## config.mk

```make
export PLATFORM = sky130hd
export DESIGN_NAME = fetch_stage
export DESIGN_NICKNAME = d
export VERILOG_FILES = /design/src/rtl/fetch_stage.sv
export SDC_FILE = /design/constraint.sdc
export NUM_CORES = 1
export LEC_CHECK = 0
export CAP_MARGIN = 40
export CELL_PAD_IN_SITES_DETAIL_PLACEMENT = 0
export CELL_PAD_IN_SITES_GLOBAL_PLACEMENT = 1
export CORE_AREA = 2 2 39 41
export DETAILED_ROUTE_END_ITERATION = 16
export DIE_AREA = 0 0 41 43
export DONT_BUFFER_PORTS = 1
export PLACE_DENSITY_LB_ADDON = 0.1
export SLEW_MARGIN = 25
export SYNTH_ARGS = -nofsm -noshare
export SYNTH_HDL_FRONTEND = slang
export SYNTH_SLANG_ARGS = --single-unit
```

## constraint.sdc

```tcl
create_clock -name clock -period 2.5 [get_ports clock]
set_input_delay 0.375 -clock clock [delete_from_list [all_inputs] [get_ports clock]]
set_output_delay 0.375 -clock clock [all_outputs]
set_load 0.005 [all_outputs]
```

## src/rtl/fetch_stage.sv

```systemverilog
// fetch_stage: program counter, instruction register and jump resolution
// for the instruction-fetch half of the 2-stage pipelined 4-bit CPU.
// The instruction register drives D_BUS (opcode [7:4], immediate [3:0]).
// A jump sitting on D_BUS redirects the PC and squashes the byte fetched
// in the same cycle, which costs exactly one bubble.
module fetch_stage #(
  parameter int unsigned AW     = 4,
  parameter logic [7:0]  NOP    = 8'h00,
  parameter logic [3:0]  JMP_OP = 4'hF,
  parameter logic [3:0]  JNC_OP = 4'hE
) (
  input  logic          clock,
  input  logic          reset,
  input  logic          run,
  input  logic          cflag,
  input  logic [7:0]    rom_data,
  output logic [AW-1:0] rom_addr,
  output logic [7:0]    D_BUS,
  output logic          branch_taken,
  output logic [1:0]    state
);

  typedef enum logic [1:0] {
    ST_FILL   = 2'd0,
    ST_RUN    = 2'd1,
    ST_SQUASH = 2'd2,
    ST_PAUSE  = 2'd3
  } state_e;

  logic [AW-1:0] pc_q, pc_d;
  logic [7:0]    ir_q, ir_d;
  logic          bt_q, bt_d;
  state_e        state_q, state_d;
  logic          take_s;

  // Jump decode on the instruction register. Only RUN can hold a real
  // instruction; FILL/SQUASH/PAUSE always carry the NOP, so they never jump.
  always_comb begin
    take_s = 1'b0;
    if (state_q == ST_RUN) begin
      if (ir_q[7:4] == JMP_OP) begin
        take_s = 1'b1;
      end else if ((ir_q[7:4] == JNC_OP) && (cflag == 1'b0)) begin
        take_s = 1'b1;
      end else begin
        take_s = 1'b0;
      end
    end else begin
      take_s = 1'b0;
    end
  end

  // Next-state selection: jump beats pause beats normal fetch. A jump is
  // honoured even with run low because it has already executed downstream.
  always_comb begin
    pc_d    = pc_q;
    ir_d    = NOP;
    bt_d    = 1'b0;
    state_d = state_q;
    case (state_q)
      ST_RUN: begin
        if (take_s) begin
          pc_d    = AW'(ir_q[3:0]);
          ir_d    = NOP;
          bt_d    = 1'b1;
          state_d = ST_SQUASH;
        end else if (!run) begin
          pc_d    = pc_q;
          ir_d    = NOP;
          bt_d    = 1'b0;
          state_d = ST_PAUSE;
        end else begin
          pc_d    = pc_q + AW'(1);
          ir_d    = rom_data;
          bt_d    = 1'b0;
          state_d = ST_RUN;
        end
      end
      ST_FILL, ST_SQUASH, ST_PAUSE: begin
        if (!run) begin
          pc_d    = pc_q;
          ir_d    = NOP;
          bt_d    = 1'b0;
          state_d = ST_PAUSE;
        end else begin
          pc_d    = pc_q + AW'(1);
          ir_d    = rom_data;
          bt_d    = 1'b0;
          state_d = ST_RUN;
        end
      end
      default: begin
        pc_d    = pc_q;
        ir_d    = NOP;
        bt_d    = 1'b0;
        state_d = ST_FILL;
      end
    endcase
  end

  // Pipeline registers; reset parks the stage in FILL with a NOP on D_BUS
  // and drops any jump that was in flight.
  always_ff @(posedge clock or negedge reset) begin
    if (!reset) begin
      pc_q    <= '0;
      ir_q    <= NOP;
      bt_q    <= 1'b0;
      state_q <= ST_FILL;
    end else begin
      pc_q    <= pc_d;
      ir_q    <= ir_d;
      bt_q    <= bt_d;
      state_q <= state_d;
    end
  end

  assign rom_addr     = pc_q;
  assign D_BUS        = ir_q;
  assign branch_taken = bt_q;
  assign state        = state_q;

endmodule

```

==> results of run 1 <==
-- through the flow --
stage	power, uW	worst slack (ps)	hold WS (ps)	cells
floorplan	420	1190	79.4	41
global placement	431	1170	79.7	55
global route	616	1080	153	60
finish	568	1140	163	60
CTS	578	1120	151	60
detailed placement	440	1140	79.7	55
-- logic make-up after synthesis --
| group | count (synthesis) | synth area share [%] |
|---|---|---|
| mux | 5 | 9.55 |
| flops | 15 | 63.7 |
| fa+ha+maj | 1 | 2.12 |
| xor+xnor | 3 | 4.46 |
| simple gates | 14 | 16.8 |
| buf+inv | 3 | 3.40 |
-- registers in the layout (all words and copies together), names as in the netlist --
signal and cells:
D_BUS 8, rom_addr 4, state 2, branch_taken 1
-- timing repair --
| item | 4_1_cts | 5_1_grt |
|---|---|---|
| setup endpoints to repair | 0 | 0 |
| resized for setup | 0 | 0 |
| hold buffers | 1 | 0 |
| endpoints found under the hold margin | 15 | 0 |
-- power breakdown --
part / internal, uW / switching, uW / total [uW] / leakage [uW]
clock network: 59.2 / 72.1 / 131 / 0.0000177
registers: 285 / 45.6 / 330 / 0.000185
logic: 71.5 / 35.3 / 107 / 0.000109
-- area by class of cell --
type	count	area share, %
Sequential cell	15	59.5
Multi-Input combinational cell	23	30.8
Clock buffer	3	3.57
Tap cell	16	3.17
Timing Repair Buffer	1	1.59
Clock inverter	1	0.794
Inverter	1	0.595
-- worst max-delay path by stage --
stage          slack (ps)   startpoint           to
6_report             1140  rom_addr[0]  rom_addr[1]
5_1_grt              1080  rom_addr[0]  rom_addr[1]
4_1_cts              1120  rom_addr[0]  rom_addr[1]
3_5_place_dp         1140  rom_addr[0]  rom_addr[1]
3_3_place_gp         1170  rom_addr[0]  rom_addr[1]
2_1_floorplan        1190  rom_addr[0]  rom_addr[1]
-- routing by layer --
layer,track usage (%),vias to the layer above,wire (um)
li1,-,145,-
met1,14.5,154,331
met2,20.3,16,485
met3,6.28,4,80
met4,8.00,0,18
met5,0,-,0
-- critical path, stage by stage, from the launching register on --
cell and delay, ps:
dfrtp_1 440, ha_1 300, mux2_2 250, mux2_2 260
-- cell usage in the layout, fill, tap and decap left out, types with 2 or more instances in the layout --
cell type and n:
dfrtp_1 15, and3_1 7, clkbuf_4 3, xnor2_1 2, mux2_2 5, nand2_1 2
==> impl_results.md, run 1 <==
- Outcome: finished clean
- Root buffer cell: clkbuf_4
- Fin. Hold Viols: 0
- Unrepaired setup endpoints after global routing: no
- Post-synth top flop: dfrtp_1
- Most common library cells after synthesis: dfrtp_1, and3_1, mux2_2, nand2_1, xnor2_1
- Num CTS Buffers: 3
- Leading area contributor after synthesis: dfrtp_1
- Die ar.: 1760 um^2
- Final slew viol count: 0
- Layout cells sized above 1: 25.0%
- Die X: 41 um
- Vias in the first global route: 363
- Drt first-iter violations: 2
- GPL Wtd Cong: 0.666
- I/O pin cnt: 27
- Mapped Cells: 41
- Global-route wire length before repair: 1520 um
- Final Instance Area: 631 um^2
- Register area share after synthesis: 63.7%
- Clock transition at the registers of the reported paths: 90 ps
- Fmax achieved: 735 MHz
- Clock latency on the worst-skew pair: 270 ps
- Worst hold path class: in2reg
- H-tree depth: 1
- VDD IR max: 0.387 mV
- Largest net degree at the start of global routing: 16
- Hold EP: state[1]
- Nets@finish: 58
- R2R Path Start: rom_addr[0]
- Critical Path RT: 2670 ps
- Starting Density: 42.6%
- Syn_nets: 54
- Most numerous cell in the Yosys netlist: dfrtp_1
- GRT Util Overall: 13.4%
- Yosys cell types: 15
- Ant diodes: 0
- Setup Buffers After CTS: 0
- Synthesized cell area: 589 um^2
- Reg2reg setup slack: 1140 ps
- Pleak: 0.000311 uW
- CTS Buffer Depth: 2
- DRC viols: 0
- Vias: 319
- EDFF count, synth: 0
- Final HPWL DP: 683 um
- Synth warnings: 0
- Clock Skews: 2.53 ps
- Core ar.: 1380 um^2
- Reg2Reg Depth: 3
- Initial antenna violation count: 0
- Post-layout util: 45.6%
- Antenna viol nets, final: 0
- DR vias/cell: 5.32
- Max-Cap Viols: 0
- CP Class: reg2reg
- Max_slew headroom: 57.3%
- TritonRoute pass-1 iters: 3
- Remaining global-route overflow: 0
- Fill cell total of the finished layout: 128
- CP endpoint kind: flip-flop
- Synth top area cells: dfrtp_1, mux2_2, and3_1, nand3_4, xnor2_1
- Worst Tran Pin Value: 639 ps
- Worst r2r dst: rom_addr[1]
- Flops & latches, synth: 15
- Hold path startpoint: run
- Area delta synth->final: 7.01%
- Area of the multi-input gates: 194 um^2
- PwrDens: 901 nW/um^2
- Average cell area after synthesis: 14.4 um^2
- Sum Neg Setup Slack: 0 ps
- Num rows: 14
- Die Y-Extent: 43 um
- Period minus WS final: 1360 ps
- Worst Setup Start Kind: flip-flop
- Ys async rst share: 100%
- Dpl cell area: 593 um^2
- Drt wl/cell: 15.3 um
- Reg area: 375 um^2
- Final worst-path cycle share: 54.5%
- Hold depth: 1
- Port bufs: 0
- Worst Path Max Fanout: 4
- Post-Route WL: 916 um
- Yosys top cell area share: 63.7%
- Clock Sinks: 15
- Setup Viol. Count Final: 0
- Crit path DAT: 1530 ps
- CTS tree: built
Power figures use the tool's default switching activity.
==> run 2, diff against run 1 <==
--- a/config.mk
+++ b/config.mk
@@ -8,9 +8,9 @@
 export CAP_MARGIN = 40
 export CELL_PAD_IN_SITES_DETAIL_PLACEMENT = 0
 export CELL_PAD_IN_SITES_GLOBAL_PLACEMENT = 1
-export CORE_AREA = 2 2 39 41
+export CORE_MARGIN = 1
+export CORE_UTILIZATION = 39
 export DETAILED_ROUTE_END_ITERATION = 16
-export DIE_AREA = 0 0 41 43
 export DONT_BUFFER_PORTS = 1
 export PLACE_DENSITY_LB_ADDON = 0.1
 export SLEW_MARGIN = 25
==> constraint.sdc (replaced) <==
create_clock -name clock -period 1.2 [get_ports clock]
set_input_delay 0.18 -clock clock [delete_from_list [all_inputs] [get_ports clock]]
set_output_delay 0.18 -clock clock [all_outputs]
set_load 0.005 [all_outputs]
==> run 2 against run 1 <==
  * The flow now finishes with violations (setup timing)
  * Highest routed layer unchanged
  * Utilization rose by 11 points
  * Fmax rose by 5.8%
  * Global-route usage rose by 3.8 points
  * Via count rose by 25%
  * Clock power rose by 120%
  * First-iteration DRC count rose to 2.5 times the previous value
  * Wire length rose by 30%
  * Setup slack got worse by 1200 ps
  * Final area rose by 20%
  * Worst hold slack got worse by 120 ps
==> impl_results.md, run 2 (synthesis gave the netlist of run 1 again) <==
- Remaining global-route overflow: 0
- Area delta synth->final: 28.9%
- Outcome: finished with violations
- Nets@finish: 73
- Vias: 398
- Worst Setup Start Kind: flip-flop
- GRT Util Overall: 17.3%
- Clock Skews: 0.980 ps
- Initial antenna violation count: 0
- Crit-path slowest cell: dfrtp_1
- Placed insts: 62
- Clock Sinks: 15
- Core ar.: 1350 um^2
- Violated checks: setup timing
- Fin. Hold Viols: 0
- Max_slew headroom: 54.4%
- CP Class: reg2reg
- Crit path DAT: 1460 ps
- Final worst-path cycle share: 107%
- Max-Cap Viols: 0
- Most common cell after layout, fill and taps aside: dfrtp_1
- Power Total: 1330 uW
- Post-Route WL: 1190 um
- Slowest cell delay on critical path: 390 ps
- Layout cells sized above 1: 44.1%
- VDD IR max: 0.743 mV
- CTS tree: built
- Num rows: 13
- Port bufs: 0
- Starting Density: 43.7%
- Period minus WS final: 1290 ps
- DR vias/cell: 5.38
- Die X: 40.9 um
- Worst Tran Pin Value: 682 ps
- Die Y-Extent: 40.9 um
- Worst hold path class: in2reg
- Final slew viol count: 0
- Worst Path Max Fanout: 2
- GPL Wtd Cong: 0.661
- Largest net degree at the start of global routing: 16
- Commonest cells after routing, fill and taps aside: dfrtp_1, buf_4, and3_1, mux2_2, clkbuf_4
- DRC viols: 0
- Cell family with most CP delay: multiplexers
- Vias in the first global route: 386
- Setup Viol. Count Final: 13
- Cells along the critical path: ha_1 -> mux2_2 -> mux2_4
- Critical Path RT: 1370 ps
- Final HPWL DP: 737 um
- H-tree depth: 1
- Die ar.: 1670 um^2
- Ant diodes: 0
- Buf+Inv Stages, Crit Path: 0
- I/O pin cnt: 27
- CP endpoint kind: flip-flop
- Drt wl/cell: 16.1 um
- TritonRoute pass-1 iters: 2
- Antenna viol nets, final: 0
- Global-route wire length before repair: 1760 um
- Clock transition at the registers of the reported paths: 90 ps
- Flip-flop count of the largest register after layout: 8
- Root buffer cell: clkbuf_4
- PwrDens: 1750 nW/um^2
- CTS Buffer Depth: 2
- Pleak: 0.000385 uW
- Final WS setup: -86.5 ps
- Unrepaired setup endpoints after global routing: yes
- Drt first-iter violations: 5
- Fmax achieved: 777 MHz
- Clock latency on the worst-skew pair: 280 ps
- Num CTS Buffers: 3
- Non-Filler Instances: 74
## run 2: changes by cell type in the layout (fill, tap and decap cells not counted)
cell           previous run  this run
and3_1                    7         6
and3_4                    0         1
and4b_1                   1         0
and4b_2                   0         1
buf_4                     0        13
clkbuf_1                  0         1
clkinv_2                  1         0
dlygate4sd3_1             1         2
mux2_2                    5         3
mux2_4                    0         2
nand3_2                   0         1
## run 2: report_power, final
group	switching (uW)	leakage (uW)	internal (uW)
logic	131	0.000185	255
clock network	157	0.0000150	129
registers	66.8	0.000185	593
total	355	0.000385	977
## run 2: through the flow
step           hold slack (ps)  util [%]  area (um^2)  setup TNS (ps)  setup WS (ps)
6_report                  47.7      56.3          759            -648          -86.5
5_1_grt                   29.5      56.3          759           -1350           -128
4_1_cts                   40.7      54.2          732            -619          -91.1
3_5_place_dp              -115      48.6          656            -334          -94.3
3_3_place_gp              -115      48.6          656            -158          -57.7
2_1_floorplan             -116         -          593           -96.8          -96.8
## run 2: layout make-up
| cell class | instances | area (um^2) |
|---|---|---|
| timing repair buffer | 15 | 118 |
| clock buffer | 4 | 26.3 |
| tap | 15 | 18.8 |
| sequential | 15 | 375 |
| inverter | 1 | 3.75 |
| fill | 112 | 591 |
| multi-input combinational | 24 | 218 |
## run 2: worst paths after layout
| kind | slack (ps) | to | start | depth (start not counted) |
|---|---|---|---|---|
| worst max-delay path | -90 | rom_addr[1] | rom_addr[0] | 3 |
| worst min-delay path | 50 | D_BUS[2] | run | 1 |
| worst max register to register | -90 | rom_addr[1] | rom_addr[0] | 3 |
| worst min register to register | 540 | rom_addr[1] | D_BUS[1] | 1 |
| max in group asynchronous | 400 | D_BUS[5] | reset | 1 |
| min in group asynchronous | 370 | D_BUS[3] | reset | 1 |
## run 2: worst register-to-register path, cell delays in order, from the launching register on
cell,delay [ps]
dfrtp_1,390
ha_1,280
mux2_2,260
mux2_4,250
## run 2: timing repair
item                                   4_1_cts  5_1_grt
setup endpoints to repair                    8       15
endpoints found under the hold margin       16        0
setup buffers                                2        3
gates resized for setup                      2        1
cloned                                       1        0
hold buffers                                 2        0
pin swaps                                    4        1
## run 2: routing by layer
metal | track usage, % | vias to the layer above | share of wire [%]
met1 | 21.3 | 200 | 41
met4 | 7.50 | 0 | 1.3
met5 | 0 | - | 0
met3 | 5.43 | 2 | 6.2
li1 | - | 177 | -
met2 | 27.3 | 19 | 51
